===== src/rtl/quad_decoder_if.sv =====
// Quadrature encoder pins plus decoded position/pulse outputs of quad_decoder.
// The master drives the raw encoder channels; the slave (decoder) drives the results.
interface quad_decoder_if;
  logic       enc_a;
  logic       enc_b;
  logic [1:0] encoder_value;
  logic       step_up;
  logic       step_dn;
  logic       err;

  modport master (
    output enc_a, enc_b,
    input  encoder_value, step_up, step_dn, err
  );

  modport slave (
    input  enc_a, enc_b,
    output encoder_value, step_up, step_dn, err
  );
endinterface


===== src/rtl/quad_decoder.sv =====
// Quadrature decoder: 2-flop synchronizers, per-channel filter, Gray-step decode to a 2-bit count.
// Define QUAD_DECODER_DEBOUNCE_EN to enable the DEBOUNCE_CYCLES stability filters.
module quad_decoder #(
  parameter int DEBOUNCE_CYCLES = 15
) (
  input  logic          clk,
  input  logic          reset,
  quad_decoder_if.slave bus
);
  // Bit 1 carries channel A and bit 0 channel B, so the pair reads as the {a,b} code.
  logic [1:0] sync1_q, sync1_d;
  logic [1:0] sync_q, sync_d;
  logic [1:0] filt_q, filt_d;
  logic [1:0] prev_q, prev_d;
  logic [1:0] settle_q, settle_d;
  logic [1:0] value_q, value_d;
  logic       up_q, up_d;
  logic       dn_q, dn_d;
  logic       err_q, err_d;
  logic [1:0] delta;
  logic       settled;

  assign settled = (settle_q == 2'd3);

  for (genvar gi = 0; gi < 2; gi++) begin : g_chan
`ifdef QUAD_DECODER_DEBOUNCE_EN
    localparam logic [7:0] DEB_LAST = 8'(DEBOUNCE_CYCLES - 1);
    logic [7:0] cnt_q, cnt_d;
    logic       f_d;

    always_comb begin
      f_d   = filt_q[gi];
      cnt_d = '0;
      if (!settled) begin
        f_d = sync_q[gi];
      end else if (sync_q[gi] != filt_q[gi]) begin
        if (cnt_q == DEB_LAST) begin
          f_d = sync_q[gi];
        end else begin
          cnt_d = cnt_q + 8'd1;
        end
      end
    end

    always_ff @(posedge clk) begin
      if (reset) begin
        cnt_q <= '0;
      end else begin
        cnt_q <= cnt_d;
      end
    end

    assign filt_d[gi] = f_d;
`else
    assign filt_d[gi] = sync_q[gi];
`endif
  end

  // Position of an {a,b} code along the forward sequence 00 -> 01 -> 11 -> 10.
  function automatic logic [1:0] gray_pos(input logic [1:0] ab);
    case (ab)
      2'b00:   return 2'd0;
      2'b01:   return 2'd1;
      2'b11:   return 2'd2;
      default: return 2'd3;
    endcase
  endfunction

  always_comb begin
    sync1_d  = {bus.enc_a, bus.enc_b};
    sync_d   = sync1_q;
    settle_d = settled ? settle_q : settle_q + 2'd1;
    // While settling, prev tracks the filter's next value so the first live decode sees no edge.
    prev_d   = settled ? filt_q : filt_d;
    delta    = gray_pos(filt_q) - gray_pos(prev_q);
    value_d  = value_q;
    up_d     = 1'b0;
    dn_d     = 1'b0;
    err_d    = 1'b0;
    if (settled) begin
      case (delta)
        2'd1: begin
          value_d = value_q + 2'd1;
          up_d    = 1'b1;
        end
        2'd3: begin
          value_d = value_q - 2'd1;
          dn_d    = 1'b1;
        end
        2'd2:    err_d = 1'b1;
        default: ;
      endcase
    end
  end

  always_ff @(posedge clk) begin
    if (reset) begin
      sync1_q  <= '0;
      sync_q   <= '0;
      filt_q   <= '0;
      prev_q   <= '0;
      settle_q <= '0;
      value_q  <= '0;
      up_q     <= 1'b0;
      dn_q     <= 1'b0;
      err_q    <= 1'b0;
    end else begin
      sync1_q  <= sync1_d;
      sync_q   <= sync_d;
      filt_q   <= filt_d;
      prev_q   <= prev_d;
      settle_q <= settle_d;
      value_q  <= value_d;
      up_q     <= up_d;
      dn_q     <= dn_d;
      err_q    <= err_d;
    end
  end

  assign bus.encoder_value = value_q;
  assign bus.step_up       = up_q;
  assign bus.step_dn       = dn_q;
  assign bus.err           = err_q;
endmodule


===== src/flat_wrapper.sv =====
// flat-port wrapper written by rule: the top's interface ports become plain ports
module quad_decoder_flat 
#(
  parameter int DEBOUNCE_CYCLES = 15
)
  (clk, reset, bus_enc_a, bus_enc_b, bus_encoder_value, bus_step_up, bus_step_dn, bus_err);
  quad_decoder_if bus_i ();
  input  logic clk;
  input  logic reset;
  input wire logic [$bits(bus_i.enc_a)-1:0] bus_enc_a;
  input wire logic [$bits(bus_i.enc_b)-1:0] bus_enc_b;
  output wire logic [$bits(bus_i.encoder_value)-1:0] bus_encoder_value;
  output wire logic [$bits(bus_i.step_up)-1:0] bus_step_up;
  output wire logic [$bits(bus_i.step_dn)-1:0] bus_step_dn;
  output wire logic [$bits(bus_i.err)-1:0] bus_err;
  assign bus_i.enc_a = bus_enc_a;
  assign bus_i.enc_b = bus_enc_b;
  assign bus_encoder_value = bus_i.encoder_value;
  assign bus_step_up = bus_i.step_up;
  assign bus_step_dn = bus_i.step_dn;
  assign bus_err = bus_i.err;
  quad_decoder #(.DEBOUNCE_CYCLES(DEBOUNCE_CYCLES)) u_core (.clk(clk), .reset(reset), .bus(bus_i));
endmodule

===== config.mk =====
export PLATFORM = sky130hd
export DESIGN_NAME = quad_decoder_flat
export DESIGN_NICKNAME = d
export VERILOG_FILES = /design/src/rtl/quad_decoder_if.sv /design/src/rtl/quad_decoder.sv /design/src/flat_wrapper.sv
export SDC_FILE = /design/constraint.sdc
export NUM_CORES = 1
export LEC_CHECK = 0
export ABC_AREA = 1
export CAP_MARGIN = 20
export CORE_MARGIN = 1
export CORE_UTILIZATION = 40
export CTS_CLUSTER_DIAMETER = 80
export DETAILED_ROUTE_END_ITERATION = 12
export SYNTH_ARGS = -nofsm -noshare
export SYNTH_HDL_FRONTEND = slang
export SYNTH_SLANG_ARGS = --single-unit

===== constraint.sdc =====
create_clock -name clk -period 2.6 [get_ports clk]
set_input_delay 0.52 -clock clk [delete_from_list [all_inputs] [get_ports clk]]
set_output_delay 0.52 -clock clk [all_outputs]
set_load 0.05 [all_outputs]

# Word level (Yosys, flattened, before mapping)
# Cells that the tools add are included.
[op_classes]
mux = 7
reduce_logical = 5
add_sub_neg = 4
bitwise = 1
eq_ne = 8
[op_table]
columns = ["operator", "count"]
rows = [
  ["2-bit one-hot mux with 3 select lines", 2],
  ["2-bit equality test, second input constant", 5],
  ["2-bit by 1-bit equality test with 1-bit output, second input constant", 3],
  ["2-bit by 1-bit adder with 2-bit output, second input constant", 2],
  ["2-bit zero test", 2],
  ["2-bit one-hot mux with 2 select lines", 1],
  ["1-bit 2-to-1 mux", 3],
  ["2-bit 2-to-1 mux", 1],
  ["2-bit AND reduction", 1],
  ["2-bit nonzero test", 1],
  ["2-bit OR reduction", 1],
  ["2-bit by 1-bit subtractor with 2-bit output, second input constant", 1],
  ["2-bit subtractor", 1],
  ["1-bit NOT", 1],
]
[word_totals]
register_bits = 15
out_inout_bits = 5
word_cells = 34
inputBits = 4

# Depth between registers and ports, before layout
[depth]
depth_word = 6
ltp_mapped = 13
ltp_nobuf = 13

# Worst setup path after synthesis
# Ideal clock, no wire load.
[synth_timing]
path_type = "register to register"
startpoint = "register u_core.filt_q[0]"
endpoint = "register u_core.value_q[1], in the netlist u_core.bus.encoder_value[1]"
path_slack_ns = 1.082
n_path_buf = 0
t_arrival_ns = 1.408
stages_incl_launch_ff = 12
setup_time_ns = 0.110
period_less_slack_ns = 1.518
path_cell_list = "dfxtp_1 > inv_1 > ha_1 > ha_1 > inv_1 > nand2_1 > nand3_1 > nand3_1 > nand2_1 > nand3_1 > nand2_1 > nor2_1"
[synth_via]
elab_chain_len = 6
[synth_rtl]
columns = ["item", "line_no", "rtl"]
rows = [
  ["start: declaration", "quad_decoder.sv:13", "logic [1:0] filt_q, filt_d;"],
  ["start signal: assignment", "quad_decoder.sv:110", "filt_q <= filt_d;"],
  ["2-bit equality test, or another cell as far along", "quad_decoder.sv:61", "case (ab)"],
  ["2-bit one-hot mux with 3 select lines *", "quad_decoder.sv:61", ""],
  ["2-bit subtractor *", "quad_decoder.sv:75", "delta = gray_pos(filt_q) - gray_pos(prev_q);"],
  ["2-bit by 1-bit equality test with 1-bit output / 2-bit equality test (equally long branches)", "quad_decoder.sv:81", "case (delta)"],
  ["2-bit nonzero test (no line)", "--", ""],
  ["2-bit AND reduction (no line)", "--", ""],
  ["end signal: assignment", "quad_decoder.sv:113", "value_q <= value_d;"],
  ["end: declaration", "quad_decoder.sv:16", "logic [1:0] value_q, value_d;"],
]
# Every way passes the cells marked *; elsewhere a longest branch is shown, timed or not.
# A chain may end at the register's enable or synchronous reset.

# Worst setup path in the final report
[layout_timing]
startpoint = "register u_core.value_q[0], in the netlist u_core.bus.encoder_value[0]"
endpoint = "output port bus_encoder_value[0]"
[layout_rtl]
columns = ["item", "line_no", "rtl"]
rows = [
  ["end: declaration", "flat_wrapper.sv:12", "output wire logic [$bits(bus_i.encoder_value)-1:0] bus_encoder_value;"],
]
# No word-level cell between the ends.

==> results.md <==
- Status: finished, final reports clean
- Sequential power share: 53.5%
- F_max: 504.1 MHz
- Share of post-route cells with drive strength above 1: 5.882%
- Final ANT Viol Nets: 0
- Max Cap Violations: 0
- IO Port Bufs: 8
- CTS tree: yes
- Reg clk slew, reported paths: 0.09 ns
- TritonRoute pass-1 iters: 4
- Vias/cell: 4.449
- Final setup viols: 0
- Filler cell count: 160
- Synth Instances: 91
- Mapped cell area: 685.7 sq um
- Top Family by Delay on Critical Path: buffers and inverters
- Synth Register Bits: 15
- Clock network power share: 27.2%
- Final hold vios: 0
- Final Cell Area: 807.0 sq um
- Crit path required time: 2.08 ns
- FF-to-FF setup slack: 1.00 ns
- Syn nets: 101
- # H-tree levels: 1
- Net Switching: 0.1313 mW
- Standard-cell row count: 14
- Layout Nets: 113
- Worst slew margin: 67.06%
- DIE WIDTH: 43.40 um
- Clock sink count: 15
- Post-synth top area share: 43.80%
- Hold-fix buffers, CTS: 0
- LEAKAGE: 0.3975 nW
- Area Growth Syn to Fin: 17.70%
- Hold slack: 0.3960 ns
- # Post-CTS Setup Buffers: 0
- Overflow after GRT: 0
- Setup CP Type: flop to primary output
- WP buf/inv: 1
- CORE AREA: 0.001559 sq mm
- Switching share of power: 28.09%
- Critical Path Start Type: flop
- Min Tclk post-route: 1.984 ns
- Worst vdd ir: 0.0003839 V
- I/O pins: 9
- Worst-Margin Slew: 0.4925 ns
- Pint: 0.3362 mW
- Vias in the first global route: 437
- Count of pins over their slew limit: 0
- Commonest non-fill, non-tap cell in the layout: inv_1
- Largest net degree at the start of global routing: 10
- Post-Syn Area per Cell: 7.535 sq um
- Area contributors post-synth: dfxtp_1, inv_1, ha_1
- HPWL after DPL: 792.2 um
- Total negative slack: 0 ns
- DR WL/cell: 8.432 um
- Cts repair resizes: 0
- Distinct cells, synth: 13
- Fin crit share: 76.29%
- Placed Area: 780.7 sq um
- Initial antenna violation count: 0
- Min-delay worst type: flop to flop
- Data arrival, critical path: 1.46 ns
- Worst Setup End Kind: primary output
- Cts bufs inserted: 3
- Ant. Diodes: 0
- Initial Util: 43.98%
- Total track usage: 13.32%
- PwrDens: 579.3 mW/mm^2
- Overall power: 0.4675 mW
- Total routed wirelength: 995 um
- Sequential element share of the synthesized area: 43.80%
- Clk_skew: 0.007279 ns
- Clk buf depth: 2
- Max incr delay on CP: 0.81 ns
- Commonest non-fill, non-tap cells in the layout: inv_1, dfxtp_1, nand2_1, nor2_1
- RSZ-0062 raised after global routing: no
- First-pass GRT wire length: 1.759 mm
- Cell taking the most area after synthesis: dfxtp_1
- Die area: 0.001884 sq mm
- Comb pwr share: 19.3%
- Worst skew pair latency: 0.28 ns
- Via count: 525
- Routability cong.: 0.6871
- Yosys warns: 0
- Die Ht: 43.40 um
- Worst-path fanout max: 4
- Multi-input logic area: 301.5 sq um
- Drt drc: 0
- Flip-flop and latch area: 300.3 sq um
- Critical-path cell list: clkdlybuf4s50_1
- Initial drt markers: 12
- Root buffer cell: clkbuf_4
- CP max stage cell: clkdlybuf4s50_1
## routing by layer
| metal | vias to the layer above | GRT usage, % | wire (um) |
|---|---|---|---|
| met5 | - | 0 | 0 |
| met4 | 0 | 9.375 | 10 |
| met3 | 2 | 3.750 | 26 |
| met2 | 5 | 17.88 | 456 |
| met1 | 221 | 18.23 | 501 |
| li1 | 297 | - | - |
## final timing paths
kind / start / to / depth (start not counted)
setup reg to reg: u_core.filt_q[0] / u_core.bus.encoder_value[1] / 11
setup / recovery: u_core.bus.encoder_value[0] / bus_encoder_value[0] / 1
hold / removal: u_core.sync1_q[0] / u_core.filt_d[0] / 2
hold reg to reg: u_core.sync1_q[0] / u_core.filt_d[0] / 2
## worst min-delay path, cell delays in order (launching register included)
cell and delay (ns):
dfxtp_1 0.30, inv_1 0.04, nor2_1 0.03
## power by group through the flow
| stage | Combinational [mW] | Clock, mW | Sequential, mW |
|---|---|---|---|
| global route | 0.105 | 0.150 | 0.252 |
| floorplan | 0.0661 | 0 | 0.260 |
| global placement | 0.0891 | 0 | 0.255 |
| detailed placement | 0.0914 | 0 | 0.256 |
| finish | 0.0901 | 0.127 | 0.250 |
| CTS | 0.0918 | 0.135 | 0.250 |
## area by class of cell
type,instances,share of cell area [%]
flip-flops and latches,15,37.21
repair buffers,8,9.922
clock buffers,4,3.256
well taps,16,2.481
multi-input cells,54,37.36
inverters,21,9.767
## per-stage QoR
stage / setup slack [ns] / utilization (%) / instances
floorplan: 1.082 / - / 91
global placement: 0.9367 / 50.08 / 114
detailed placement: 0.9239 / 50.08 / 114
CTS: 0.6028 / 51.77 / 118
global route: 0.5559 / 51.77 / 118
finish: 0.6164 / 51.77 / 118
## Yosys cell counts (all sizes together)
master / instances
ha: 6
buf: 1
nand2: 16
inv: 21
nand3: 8
nor3: 2
o21ai: 4
dfxtp: 15
a21oi: 3
nor2: 14
a211oi: 1
## flip-flops by register name (all words and copies together), names as in the netlist
signal	count
u_core.bus.encoder_value	2
u_core.bus.err	1
u_core.bus.step_dn	1
u_core.bus.step_up	1
u_core.filt_d	2
u_core.filt_q	2
u_core.prev_q	2
u_core.settle_q	2
u_core.sync1_q	2
## logic make-up after synthesis
group	Yosys count	synth area share, %
and+or+nand+nor	40	26.83
adders and majority gates	6	10.95
buffers and inverters	22	12.23
DFF	15	43.80
AOI/OAI and AO/OA	8	6.204
(Power assumes the default switching activity.)
